===== src/rtl/adder_pkg.sv =====
// Shared types and constants for the accumulating adder: FSM encoding,
// hex segment table ({g,f,e,d,c,b,a}, active-high) and parameter legality check.
package adder_pkg;

    typedef enum logic [1:0] {
        S_A    = 2'd0,
        S_B    = 2'd1,
        S_SHOW = 2'd2
    } state_t;

    localparam logic [6:0] HEX_SEG [16] = '{
        7'h3F, 7'h06, 7'h5B, 7'h4F,
        7'h66, 7'h6D, 7'h7D, 7'h07,
        7'h7F, 7'h6F, 7'h77, 7'h7C,
        7'h39, 7'h5E, 7'h79, 7'h71
    };

    function automatic bit width_ok(input int w);
        return (w >= 4) && ((w % 4) == 0);
    endfunction

endpackage


===== src/rtl/hex7seg.sv =====
// Hex nibble to seven-segment decoder. Purely combinational, no backpressure.
module hex7seg
    import adder_pkg::*;
(
    input  logic [3:0] nibble,
    output logic [6:0] seg
);

    assign seg = HEX_SEG[nibble];

endmodule


===== src/rtl/accum_adder.sv =====
// Key-driven add/subtract with accumulate: debounced key steps A-entry, B-entry/compute, show.
// Result registered one cycle after the accepted key press; displays decode combinationally.
module accum_adder
    import adder_pkg::*;
#(
    parameter  int WIDTH    = 8,
    parameter  int DEBOUNCE = 16,
    localparam int DIGITS   = WIDTH / 4
) (
    input  logic                  clock,
    input  logic                  reset,
    input  logic                  k,
    input  logic                  mode,
    input  logic                  acc,
    input  logic [WIDTH-1:0]      in,
    output logic [WIDTH-1:0]      result,
    output logic                  Co,
    output logic                  ovf,
    output logic [1:0]            state,
    output logic                  valid,
    output logic [7*DIGITS-1:0]   seg_sum,
    output logic [6:0]            seg_carry
);

    localparam int CW = $clog2(DEBOUNCE);

    if (!width_ok(WIDTH) || DEBOUNCE < 2) begin : g_bad_param
        $error("accum_adder: WIDTH must be a multiple of 4 >= 4 and DEBOUNCE >= 2");
    end

    // Reset asserts asynchronously but is released in step with the clock.
    logic rst_meta, rst_n;

    always_ff @(posedge clock or negedge reset) begin
        if (!reset) begin
            rst_meta <= 1'b0;
            rst_n    <= 1'b0;
        end else begin
            rst_meta <= 1'b1;
            rst_n    <= rst_meta;
        end
    end

    logic          k_meta, k_sync, k_deb, kout;
    logic [CW-1:0] cnt;

    always_ff @(posedge clock or negedge rst_n) begin
        if (!rst_n) begin
            k_meta <= 1'b0;
            k_sync <= 1'b0;
            k_deb  <= 1'b0;
            cnt    <= '0;
            kout   <= 1'b0;
        end else begin
            k_meta <= k;
            k_sync <= k_meta;
            kout   <= 1'b0;
            if (k_sync == k_deb) begin
                cnt <= '0;
            end else if (cnt == CW'(DEBOUNCE - 1)) begin
                cnt   <= '0;
                k_deb <= k_sync;
                kout  <= k_sync;
            end else begin
                cnt <= cnt + 1'b1;
            end
        end
    end

    state_t cur, nxt;
    logic   load_a, cap_b, load_chain;

    always_ff @(posedge clock or negedge rst_n) begin
        if (!rst_n) cur <= S_A;
        else        cur <= nxt;
    end

    always_comb begin
        nxt = cur;
        if (kout) begin
            case (cur)
                S_A:     nxt = S_B;
                S_B:     nxt = S_SHOW;
                S_SHOW:  nxt = acc ? S_B : S_A;
                default: nxt = S_A;
            endcase
        end
    end

    always_comb begin
        load_a     = kout && (cur == S_A);
        cap_b      = kout && (cur == S_B);
        load_chain = kout && (cur == S_SHOW) && acc;
    end

    assign state = cur;

    // Subtraction reuses the adder as R + ~in + 1, so Co means "no borrow".
    logic [WIDTH-1:0] r, op_b;
    logic [WIDTH:0]   sum;
    logic             ovf_nxt;

    always_comb begin
        op_b    = mode ? ~in : in;
        sum     = {1'b0, r} + {1'b0, op_b} + (WIDTH+1)'(mode);
        ovf_nxt = (r[WIDTH-1] == op_b[WIDTH-1]) && (sum[WIDTH-1] != r[WIDTH-1]);
    end

    always_ff @(posedge clock or negedge rst_n) begin
        if (!rst_n) begin
            r      <= '0;
            result <= '0;
            Co     <= 1'b0;
            ovf    <= 1'b0;
            valid  <= 1'b0;
        end else begin
            valid <= cap_b;
            if (load_a)          r <= in;
            else if (load_chain) r <= result;
            if (cap_b) begin
                result <= sum[WIDTH-1:0];
                Co     <= sum[WIDTH];
                ovf    <= ovf_nxt;
            end
        end
    end

    for (genvar d = 0; d < DIGITS; d++) begin : g_dig
        hex7seg u_hex (
            .nibble (result[4*d +: 4]),
            .seg    (seg_sum[7*d +: 7])
        );
    end

    hex7seg u_carry (
        .nibble ({3'b000, Co}),
        .seg    (seg_carry)
    );

endmodule

===== config.mk =====
export PLATFORM = sky130hd
export DESIGN_NAME = accum_adder
export DESIGN_NICKNAME = d
export VERILOG_FILES = /design/src/rtl/adder_pkg.sv /design/src/rtl/hex7seg.sv /design/src/rtl/accum_adder.sv
export SDC_FILE = /design/constraint.sdc
export NUM_CORES = 1
export LEC_CHECK = 0
export ABC_AREA = 1
export CAP_MARGIN = 20
export CORE_ASPECT_RATIO = 0.7
export CORE_MARGIN = 5
export CORE_UTILIZATION = 46
export CTS_CLUSTER_SIZE = 14
export DETAILED_ROUTE_END_ITERATION = 8
export GPL_TIMING_DRIVEN = 1
export PLACE_DENSITY = 0.73
export SLEW_MARGIN = 0
export SYNTH_ARGS = -nofsm -noshare
export SYNTH_HDL_FRONTEND = slang
export SYNTH_SLANG_ARGS = --single-unit

===== constraint.sdc =====
create_clock -name clock -period 1.64 [get_ports clock]
set_input_delay 0.492 -clock clock [delete_from_list [all_inputs] [get_ports clock]]
set_output_delay 0.492 -clock clock [all_outputs]
set_load 0.1 [all_outputs]

==> Word level (Yosys, flattened, before mapping) <==
Memory sizes are Yosys's and may differ from the RTL's.
Index checks and enable logic that the tools add are counted.
{ "word_totals": {"ff_bits": 31, "latchBits": 0, "mem_bits_rw": 0, "rom_bits": 336, "input_bits": 13, "mem_count": 3} }
{ "mem_list": {"columns": ["name", "depth", "word_bits", "rd", "rd_clocked_by_memory_dff", "write_ports", "line", "rtl"], "rows": [
  ["(name not given)", 16, 7, 1, 0, 0, "hex7seg.sv:9", "assign seg = HEX_SEG[nibble];"],
  ["(name not given)", 16, 7, 1, 0, 0, "hex7seg.sv:9", null],
  ["(name not given)", 16, 7, 1, 0, 0, "hex7seg.sv:9", null]
]} }
{ "op_classes": {"add_sub_neg": 3, "multipliers": 0, "n_div": 0, "n_lt_le_gt_ge": 3, "n_eq_ne": 6, "shift": 0, "muxes": 15, "bitwise_logic": 5, "n_reduce_logical": 8} }
{ "ops": {"columns": ["operator", "n"], "rows": [
  ["2-to-1 mux 7 bit", 6],
  ["2-to-1 mux 8 bit", 3],
  [">= comparator 5 bit, second input constant", 3],
  ["inverter 4 -> 5 bit", 2],
  ["adder 8 x 8 -> 9 bit", 1],
  ["adder 9 x 1 -> 9 bit", 1],
  ["2-to-1 mux 4 bit", 2],
  ["inverter 8 bit", 1],
  ["one-hot mux 2 bit (3 select lines)", 1],
  ["logical AND 1 bit", 5],
  ["inverter 1 -> 5 bit", 1],
  ["adder 4 x 1 -> 4 bit, second input constant", 1],
  ["== test 4 bit, second input constant", 1],
  ["2-to-1 mux 1 bit", 3],
  ["== test 1 bit", 2],
  ["== test 2 x 1 -> 1 bit, second input constant", 1],
  ["== test 2 bit, second input constant", 1],
  ["zero test 2 bit", 1],
  ["AND reduction 2 bit", 1],
  ["nonzero test 2 bit", 1],
  ["!= test 1 bit", 1],
  ["inverter 1 bit", 1]
]} }

==> Depth between registers and ports, before layout <==
Gate-level depths: netlist (run 1).
{ "depth": {"word_depth": 6, "mapped_depth": 13, "mapped_depth_nobuf": 12} }

==> Hierarchy <==
Synthesis (run 1) repeated with hierarchy kept, for this count alone.
{ "hier_totals": {"hier_cells": 352, "hier_area_um2": 2501.1} }
{ "modules_own_cells": {"columns": ["module", "n_inst", "cells_per_inst", "area_each_um2"], "rows": [
  ["accum_adder", 1, 196, 1690.4],
  ["hex7seg", 3, 52, 270.3]
]} }

==> Worst setup path after synthesis (run 1) <==
No wires, ideal clock.
{ "synth_path": {"path_kind": "reg2out", "startpoint": "register result[5]", "endpoint": "output seg_sum[7]", "t_arrival_ns": 3.810, "required_ns": 1.148, "setup_slack_ns": -2.662, "path_stages_with_launch": 6, "n_path_buf": 0, "cell_sequence": "dfrtp_1 > inv_1 > ha_1 > inv_1 > o21ai_0 > o21ai_0"} }
{ "synth_between": {"elab_chain_len": 4} }
{ "synth_rtl": {"columns": ["item", "line", "rtl"], "rows": [
  ["start, declared", "accum_adder.sv:16", "output logic [WIDTH-1:0] result,"],
  ["start signal, assigned", "accum_adder.sv:121", "result <= sum[WIDTH-1:0];"],
  ["inverter 4 -> 5 bit (implied by the code)", "hex7seg.sv:9", null],
  ["memory (16 x 7 bit)", null, null],
  ["2-to-1 mux 7 bit (implied by the code) (2 in series)", "hex7seg.sv:9", null],
  ["end, declared", "accum_adder.sv:21", "output logic [7*DIGITS-1:0] seg_sum,"]
]} }
No other way between the ends. The select of a mux whose other input is x is not followed.

==> Worst setup path in the final report (run 1) <==
{ "layout_path": {"startpoint": "register result[5]", "endpoint": "output seg_sum[10]"} }
Same word-level chain as after synthesis.

==> results of run 1 <==
[worst max-delay path, stage by stage, from the launching register on]
cell     delay (ps)
dfrtp_4         530
inv_6           110
ha_4            210
a21oi_2         160
inv_2            80
a21oi_2         150
a31oi_4          60
buf_12          180
[stage by stage]
stage	setup slack, ps	std cells	power, W	area, um^2	util, %
global route	-669	444	0.00205	4190	94.0
global placement	-659	420	0.00118	3610	81.1
floorplan	-624	288	0.00106	2540	-
CTS	-545	437	0.00180	3900	87.6
detailed placement	-717	420	0.00119	3610	81.1
finish	-636	444	0.00198	4190	94.0
[synthesized netlist by cell type, drive strengths merged]
| library cell | number |
|---|---|
| nand2 | 69 |
| o21ai | 41 |
| inv | 40 |
| dfrtp | 31 |
| ha | 22 |
| nor2 | 21 |
| nand3 | 15 |
| a21oi | 12 |
| buf | 9 |
| xor2 | 8 |
| a31oi | 4 |
| nand4 | 3 |
| conb | 2 |
| o22ai | 2 |
| or2 | 2 |
| xnor2 | 2 |
| a21o | 1 |
| clkbuf | 1 |
| fa | 1 |
[state kept, by name, indices dropped and copies added (netlist names), 2 cells and up]
name    flops
cnt         4
r           8
result      8
state       2
[cell families after synthesis]
kind of cell	share of synthesized area, %
AOI/OAI and AO/OA	14.5
xor gates and xnor gates	4.04
adders and majority gates	13.6
buffers and inverters	10.2
DFF	35.8
other	0.346
and+or+nand+nor	21.5
[power breakdown]
part           switching [W]  internal, W
Sequential         0.0000201     0.000785
Clock               0.000336     0.000297
Combinational       0.000328     0.000213
[layout by cell type (no fill, tap or decap), types with 6 or more instances in the layout]
cell	count
nand2_1	43
buf_4	43
buf_12	33
o21ai_0	26
dfrtp_1	20
inv_1	18
nand2_2	16
buf_6	15
nor2_1	13
ha_4	13
dfrtp_4	9
inv_2	9
nand2_4	9
nand3_1	9
o21ai_4	8
ha_1	8
inv_4	7
o21ai_1	6
nand3_2	6
[what timing repair did]
action / in CTS / in global routing
gates resized for setup: 63 / 68
setup endpoints to repair: 28 / 34
pin swaps: 31 / 38
buffers inserted: 10 / 10
[cell type report]
class	count	area [um^2]
multi-input combinational	207	1770
timing repair buffer	103	1240
sequential	31	812
fill	124	269
inverter	40	205
clock buffer	6	72.6
tap	55	68.8
clock inverter	2	12.5
[path summary, 6_finish.rpt]
| kind | endpoint | slack (ps) |
|---|---|---|
| min in group clock | rst_n$_DFF_PN0_ | 360 |
| max in group asynchronous | result[3]$_DFFE_PN0P_ | 940 |
| hold / removal | result[4]$_DFFE_PN0P_ | 70 |
| setup reg to reg | result[4]$_DFFE_PN0P_ | -70 |
| setup / recovery | seg_sum[10] | -640 |
| hold reg to reg | result[4]$_DFFE_PN0P_ | 70 |
[per-layer routing]
metal	GRT usage (%)	up-vias	wire length (um)
met1	33.2	1292	3730
met3	6.57	62	995
li1	-	1108	-
met4	11.1	0	522
met5	0	-	0
met2	43.3	223	4710
==> flow_metrics.py, run 1 <==
metrics = {
    "clock_tree": {
        "cts_tree": "yes",
        "root_buffer": "clkbuf_8",
        "cts.sinks": 31,
        "clkLatencyLatePin_ps": 310,
        "h-tree-depth": 2,
        "clk_pin_slew_worst_paths_ps": 70,
        "cts_hold_buf": 0,
        "cts_made_buffers": 5,
        "clock_path_buffers": 2,
    },
    "floorplanning": {
        "core_area_um2": 4450,
        "io_pins": 47,
        "dieHeight_um": 67.4,
        "start_util_pct": 48.7,
        "dieArea_um2": 6210,
        "row_count": 20,
        "die_x_um": 92.1,
    },
    "setup_path": {
        "worstPathRequired_ps": 1150,
        "rr_worst_depth": 10,
        "arrival_ps": 1780,
        "crit_path_start": "result[5]$_DFFE_PN0P_",
        "endpoint_kind": "primary output",
        "crit_fanout": 5,
        "worstSetupPathType": "reg -> out",
        "timing.rr.start": "r[0]$_DFFE_PN0P_",
        "startpoint_type": "flop",
    },
    "synth": {
        "synth-seq-cells": 31,
        "avgSynthCellArea_um2": 7.58,
        "synth_top_area_share_pct": 35.8,
        "ys_seq_area_share_pct": 35.8,
        "synth_top_area_cell": "dfrtp_1",
        "yosysWarnings": 0,
        "synth_area_leaders": "dfrtp_1 (36%), ha_1 (13%), nand2_1 (11%)",
        "netlist_instances": 286,
        "synth_cell_types": 28,
        "synthesis.area_um2": 2170,
    },
    "detailed_routing": {
        "vias": 2685,
        "drc": 0,
        "vias_per_cell": 6.05,
        "firstDrtPassIters": 5,
        "drt_iter0_markers": 332,
        "wl_per_cell_um": 22.4,
        "ant_nets": 0,
        "finalWirelength_um": 9960,
    },
    "placement": {
        "dpl.hpwl_um": 5290,
        "port_buffers": 43,
        "place_congestion": 0.931,
    },
    "pwr": {
        "vdd_ir_drop_max_uv": 456,
        "leakage_nw": 1.92,
        "power_density_nw_per_um2": 473,
    },
    "grt": {
        "grt_overflow": 0,
        "grt_usage_pct": 26.2,
        "grt_max_degree": 26,
        "grt_antenna_before_repair": 0,
        "grt_pass1_vias": 2490,
        "grt_pass1_wl_um": 12400,
    },
    "timing": {
        "fin_crit_ps": 2280,
        "skew_ps": 7.27,
        "finalSetupTns_ps": -8480,
        "rsz0062_at_grt": "true",
        "max_freq_mhz": 439,
        "hold_viol_final": 0,
        "final_min_period_over_clock_period_pct": 139,
        "slew_violations": 0,
        "hold_ws_ps": 72.1,
        "setup_viol": 31,
        "setup_slack_ps": -636,
    },
    "status": {
        "violations": "setup timing",
        "status": "finished, violations left",
    },
    "finish": {
        "syn_to_final_growth_pct": 93.0,
        "diodes": 0,
        "nNetsFinal": 424,
        "drive_above_1_share_pct": 56.6,
    },
    "min_path": {
        "hold_class": "reg -> async",
    },
    "run": {
        "cap_viol_max_count": 0,
    },
}
Power figures use the tool's default switching activity.
==> inputs of run 2 (changes only) <==
--- a/config.mk
+++ b/config.mk
@@ -12,7 +12,7 @@
 export CORE_UTILIZATION = 46
 export CTS_CLUSTER_SIZE = 14
 export DETAILED_ROUTE_END_ITERATION = 8
-export GPL_TIMING_DRIVEN = 1
+export GPL_TIMING_DRIVEN = 0
 export PLACE_DENSITY = 0.73
 export SLEW_MARGIN = 0
 export SYNTH_ARGS = -nofsm -noshare
==> run 2 against run 1 <==
  * The run still ends with setup timing left
  * Non-clock buffer count is 18 lower
  * Largest power group is now the clock network
  * Global-route usage fell by 4.2 points
  * Largest cell class unchanged
  * Critical path type unchanged
  * Power rose by 13%
  * Sequential power barely moved
==> flow_metrics.py, run 2 (same netlist as run 1, synthesis figures left out) <==
metrics = {
    "timing": {
        "tightest_slew_ps": 976,
        "final_min_period_over_clock_period_pct": 139,
        "fin_crit_ps": 2280,
        "max_freq_mhz": 439,
        "finalSetupTns_ps": -8490,
        "hold_viol_final": 0,
        "skew_ps": 2.56,
        "slew_headroom_pct": 35.2,
        "hold_ws_ps": 217,
        "rsz0062_at_grt": "true",
        "slew_violations": 0,
        "setup_viol": 25,
        "setup_slack_ps": -638,
    },
    "detailed_routing": {
        "drc": 0,
        "drt_iter0_markers": 246,
        "wl_per_cell_um": 19.8,
        "finalWirelength_um": 8440,
        "ant_nets": 0,
        "vias": 2450,
        "vias_per_cell": 5.75,
        "firstDrtPassIters": 7,
    },
    "finish": {
        "final_common_cell": "nand2_1",
        "design_area_um2": 3920,
        "syn_to_final_growth_pct": 80.8,
        "nFillCells": 200,
        "diodes": 0,
        "final_cells": 426,
        "nNetsFinal": 406,
        "top_regs": "r (8), result (8), cnt (4)",
        "layout_common_cells": "nand2_1 (45), buf_4 (33), o21ai_0 (25)",
        "drive_above_1_share_pct": 54.2,
    },
    "clock_tree": {
        "cts_tree": "yes",
        "clkLatencyLatePin_ps": 290,
        "cts.sinks": 31,
        "root_buffer": "clkbuf_8",
        "cts_hold_buf": 0,
        "h-tree-depth": 2,
        "cts_made_buffers": 5,
        "clk_pin_slew_worst_paths_ps": 70,
        "clock_path_buffers": 2,
    },
    "placement": {
        "dpl_cell_area_um2": 3050,
        "dpl.hpwl_um": 4350,
        "dp_slack_ps": -1210,
        "place_congestion": 0.897,
        "dp_cells": 386,
        "port_buffers": 42,
    },
    "setup_path": {
        "worstPathRequired_ps": 1150,
        "worstSetupPathType": "reg -> out",
        "rrSetupSlack_ps": -20,
        "startpoint_type": "flop",
        "arrival_ps": 1790,
        "crit_fanout": 6,
        "endpoint_kind": "primary output",
    },
    "min_path": {
        "hold_class": "reg -> async",
    },
    "grt": {
        "grt_usage_pct": 22.0,
        "grt_pass1_wl_um": 10700,
        "grt_antenna_before_repair": 0,
        "grt_pass1_vias": 2164,
        "grt_overflow": 0,
        "grt_max_degree": 20,
    },
    "floorplanning": {
        "start_util_pct": 48.7,
        "core_area_um2": 4450,
        "row_count": 20,
        "io_pins": 47,
        "die_x_um": 92.1,
        "dieArea_um2": 6210,
        "dieHeight_um": 67.4,
    },
    "run": {
        "cap_viol_max_count": 0,
    },
    "pwr": {
        "power_density_nw_per_um2": 570,
        "vdd_ir_drop_max_uv": 525,
        "leakage_nw": 1.77,
    },
    "status": {
        "status": "finished, violations left",
        "violations": "setup timing",
    },
}
==> run 2: cell types whose count changed in the layout (fill, tap and decap cells not counted), sizes merged <==
cell	before	now
bufinv	1	3
dlygate4sd2	1	2
clkinv	1	0
inv	36	34
clkdlybuf4s15	0	1
clkinvlp	4	5
clkbuf	10	12
buf	95	73
==> run 2: per-layer routing <==
| layer | track usage [%] | routed length [um] |
|---|---|---|
| met1 | 30.8 | 3340 |
| met4 | 3.89 | 388 |
| met5 | 0 | 0 |
| met3 | 5.46 | 754 |
| met2 | 35.3 | 3960 |
==> run 2: final cells by class <==
cell class / instances / area, um^2 / share of cell area, %
clock inverters: 2 / 60.1 / 1.53
inverters: 40 / 218 / 5.55
clock buffers: 6 / 72.6 / 1.85
well taps: 55 / 68.8 / 1.75
plain buffers: 9 / 80.1 / 2.04
multi-input cells: 207 / 1770 / 45.0
repair buffers: 76 / 845 / 21.5
flip-flops and latches: 31 / 812 / 20.7
==> run 2: report_power, final <==
part           switching, W  total, W  internal (W)
sequential        0.0000207  0.000806      0.000785
combinational      0.000296  0.000513      0.000217
clock              0.000309  0.000916      0.000607
==> run 2: worst paths after layout <==
kind                                            start                     to  cells past startpoint
worst min register to register        rst_n$_DFF_PN0_  result[4]$_DFFE_PN0P_                      0
worst max-delay path            result[1]$_DFFE_PN0P_             seg_sum[3]                      7
min in group clock                 rst_meta$_DFF_PN0_        rst_n$_DFF_PN0_                      0
max in group asynchronous             rst_n$_DFF_PN0_  result[3]$_DFFE_PN0P_                      1
worst min-delay path                  rst_n$_DFF_PN0_  result[4]$_DFFE_PN0P_                      0
worst max register to register       r[0]$_DFFE_PN0P_  result[6]$_DFFE_PN0P_                     10
==> run 2: stage by stage <==
stage               utilization, %  power, W
finish                        88.0   0.00223
global route                  88.0   0.00229
CTS                           81.1   0.00209
detailed placement            68.6   0.00115
global placement              67.9   0.00113
floorplan                        -   0.00106
==> run 2: what timing repair did <==
item / 4_1_cts / 5_1_grt
pin swaps: 35 / 29
setup endpoints to repair: 40 / 28
buffers inserted: 20 / 14
resized for setup: 289 / 60
==> run 2: worst max-delay path, cell delays in order (launching register included) <==
cell and delay [ps]:
dfrtp_4 560, inv_8 110, ha_4 200, a21oi_2 150, inv_2 90, a21oi_4 140, a31oi_4 50, buf_12 180
==> inputs of run 3 (changes only) <==
--- a/config.mk
+++ b/config.mk
@@ -9,12 +9,13 @@
 export CAP_MARGIN = 20
 export CORE_ASPECT_RATIO = 0.7
 export CORE_MARGIN = 5
-export CORE_UTILIZATION = 46
+export CORE_UTILIZATION = 48
 export CTS_CLUSTER_SIZE = 14
 export DETAILED_ROUTE_END_ITERATION = 8
 export GPL_TIMING_DRIVEN = 0
-export PLACE_DENSITY = 0.73
+export PLACE_DENSITY = 0.74
 export SLEW_MARGIN = 0
 export SYNTH_ARGS = -nofsm -noshare
 export SYNTH_HDL_FRONTEND = slang
+export SYNTH_HIERARCHICAL = 1
 export SYNTH_SLANG_ARGS = --single-unit
==> run 3 against run 2 <==
  * The flow still finishes with violations (setup timing)
  * Power fell by 12%
  * First-iteration DRC count fell by 21%
  * Clock skew rose by 6.4 ps
  * Combinational power rose by 11%
  * Largest power group is now registers
  * Final area rose by 12%
  * Sequential power fell by 1%
  * Critical path type unchanged
  * Routed wire length fell by 0.32%
  * Sequential cell count did not move
==> flow_metrics.py, run 3 <==
metrics = {
    "status": {
        "status": "finished, violations left",
        "violations": "setup timing",
    },
    "grt": {
        "grt_antenna_before_repair": 0,
        "grt_overflow": 0,
        "grt_usage_pct": 23.0,
        "grt_pass1_vias": 2644,
        "grt_max_degree": 17,
        "grt_pass1_wl_um": 12300,
    },
    "finish": {
        "final_cells": 511,
        "final_common_cell": "nand2_1",
        "diodes": 0,
        "top_regs": "r (8), result (8), cnt (4)",
        "multi_input_area_um2": 2280,
        "seq_area_um2": 810,
        "layout_common_cells": "nand2_1 (58), nand2_2 (32), buf_12 (24), nand2_4 (24), inv_1 (22)",
        "nNetsFinal": 481,
        "nFillCells": 258,
        "drive_above_1_share_pct": 51.7,
        "syn_to_final_growth_pct": 75.5,
    },
    "pwr": {
        "leakage_nw": 2.02,
        "total_power_w": 0.00197,
        "power_density_nw_per_um2": 449,
        "vdd_ir_drop_max_uv": 478,
    },
    "floorplanning": {
        "dieHeight_um": 70.4,
        "io_pins": 47,
        "core_area_um2": 5150,
        "dieArea_um2": 6780,
        "row_count": 22,
        "die_x_um": 96.3,
        "start_util_pct": 48.6,
    },
    "synth": {
        "synthFlopType": "dfrtp_1",
        "avgSynthCellArea_um2": 7.11,
        "yosysMostFrequentCell": "nand2_1",
        "synth-edff-count": 0,
        "netlist_instances": 352,
        "synthesis.area_um2": 2500,
        "synth-seq-cells": 31,
        "yosysWarnings": 6,
        "ys_async_sr_fraction_pct": 100,
        "ys_seq_area_share_pct": 31.0,
        "synth_area_leaders": "dfrtp_1 (31%), nand2_1 (18%), ha_1 (15%)",
        "synth_cell_types": 31,
        "synth_top_area_cell": "dfrtp_1",
        "synth_top_area_share_pct": 31.0,
        "synth_common_cells": "nand2_1 (119), inv_1 (40), dfrtp_1 (31)",
    },
    "setup_path": {
        "timing.rr.start": "r[0]$_DFFE_PN0P_",
        "arrival_ps": 1640,
        "worstSetupPathType": "reg -> out",
        "cp_slowest_cell": "dfrtp_4",
        "path_cells": "inv_6, ha_4, nand2_4, nand2_1, nand2_8, buf_12",
        "startpoint_type": "flop",
        "r2r_end": "result[6]$_DFFE_PN0P_",
        "endpoint_kind": "primary output",
        "rr_worst_depth": 10,
        "critPathMaxStageDelay_ps": 550,
        "crit_cells": 6,
        "crit_fanout": 5,
        "rrSetupSlack_ps": 0,
        "crit_path_start": "result[1]$_DFFE_PN0P_",
        "cp_top_family": "flip-flops",
        "worstPathRequired_ps": 1150,
        "critPathCapture": "seg_sum[1]",
        "path_buf_inv": 2,
    },
    "timing": {
        "final_min_period_over_clock_period_pct": 130,
        "hold_viol_final": 0,
        "finalSetupTns_ps": -7300,
        "rsz0062_at_grt": "true",
        "max_freq_mhz": 470,
        "tightest_slew_ps": 656,
        "skew_ps": 8.94,
        "setup_slack_ps": -487,
        "hold_ws_ps": 274,
        "slew_headroom_pct": 56.2,
        "setup_viol": 23,
        "slew_violations": 0,
        "fin_crit_ps": 2130,
    },
    "placement": {
        "dp_cells": 480,
        "dp_slack_ps": -1200,
        "port_buffers": 42,
        "dpl.hpwl_um": 4810,
        "place_congestion": 0.896,
    },
    "clock_tree": {
        "clock_path_buffers": 2,
        "cts.sinks": 31,
        "clk_pin_slew_worst_paths_ps": 70,
        "clkLatencyLatePin_ps": 290,
        "cts_hold_buf": 0,
        "h-tree-depth": 2,
        "cts_tree": "yes",
        "root_buffer": "clkbuf_8",
        "cts_made_buffers": 5,
    },
    "detailed_routing": {
        "firstDrtPassIters": 4,
        "vias": 2679,
        "drc": 0,
        "vias_per_cell": 5.24,
        "wl_per_cell_um": 16.5,
        "drt_iter0_markers": 195,
        "finalWirelength_um": 8410,
        "ant_nets": 0,
    },
    "min_path": {
        "hold_class": "reg -> async",
    },
    "run": {
        "cap_viol_max_count": 0,
    },
}
-- run 3: changes by cell type after synthesis, sizes merged, moves of 2 or more --
cell / change
nand2: +56
o21ai: -20
nor3: +10
nand3: +8
ha: +7
inv: +6
a21oi: -4
a31oi: -4
nor4: +4
xnor2: +3
o211ai: +2
-- run 3: what timing repair did --
action | 4_1_cts | 5_1_grt
gates resized for setup | 308 | 101
endpoints found under the setup margin | 40 | 35
pin swaps | 39 | 43
setup buffers | 21 | 3
-- run 3: area by class of cell --
type	instances	area share, %
clock inverter	3	0.456
sequential	31	18.4
buffer	8	1.88
tap	72	2.05
timing repair buffer	66	18.7
clock buffer	5	1.57
multi-input combinational	280	51.8
inverter	46	5.04
-- run 3: cell families after synthesis --
group	Yosys count	synth area share [%]
other	2	0.300
xor gates and xnor gates	13	4.55
buffers and inverters	54	9.35
and+or+nand+nor	187	31.5
AOI/OAI and AO/OA	35	7.95
DFF	31	31.0
adders and majority gates	30	15.3
-- run 3: per-stage QoR --
| step | area (um^2) | utilization, % |
|---|---|---|
| final | 4390 | 85.3 |
| after global routing | 4390 | 85.3 |
| after CTS | 4060 | 78.9 |
| after detailed placement | 3480 | 67.6 |
| after global placement | 3450 | 67.1 |
| after floorplan | 2940 | - |
-- run 3: layer usage --
metal  track usage, %  share of wire (%)  up-vias  wire length (um)
met5                0                  0        -                 0
met2             40.2                 52       94              4390
met3             4.41                5.1       40               430
met1             27.9                 39     1274              3290
li1                 -                  -     1271                 -
met4             7.41                3.6        0               299
-- run 3: worst reg2reg max path, cell delays in order, from the launching register on --
cell	delay, ps
dfrtp_1	390
nand2_1	80
nand2_2	120
inv_2	50
fa_2	350
inv_2	90
nand4_1	160
nand3_1	120
nand2_1	60
nand3_1	60
nand2_1	60
-- run 3: worst min-delay path by stage --
stage                                     to  slack, ps  cells after the start
final                        ovf$_DFFE_PN0P_        270                      0
after global routing        cnt[0]$_DFF_PN0_        320                      0
after CTS                    ovf$_DFFE_PN0P_        290                      0
after detailed placement     ovf$_DFFE_PN0P_        290                      0
after global placement      k_sync$_DFF_PN0_        330                      0
after floorplan           rst_meta$_DFF_PN0_        200                      0
-- run 3: report_power, final --
part | switching [W] | internal (W) | total [W]
logic | 0.000347 | 0.000222 | 0.000569
clock network | 0.000310 | 0.000295 | 0.000605
registers | 0.0000173 | 0.000780 | 0.000797
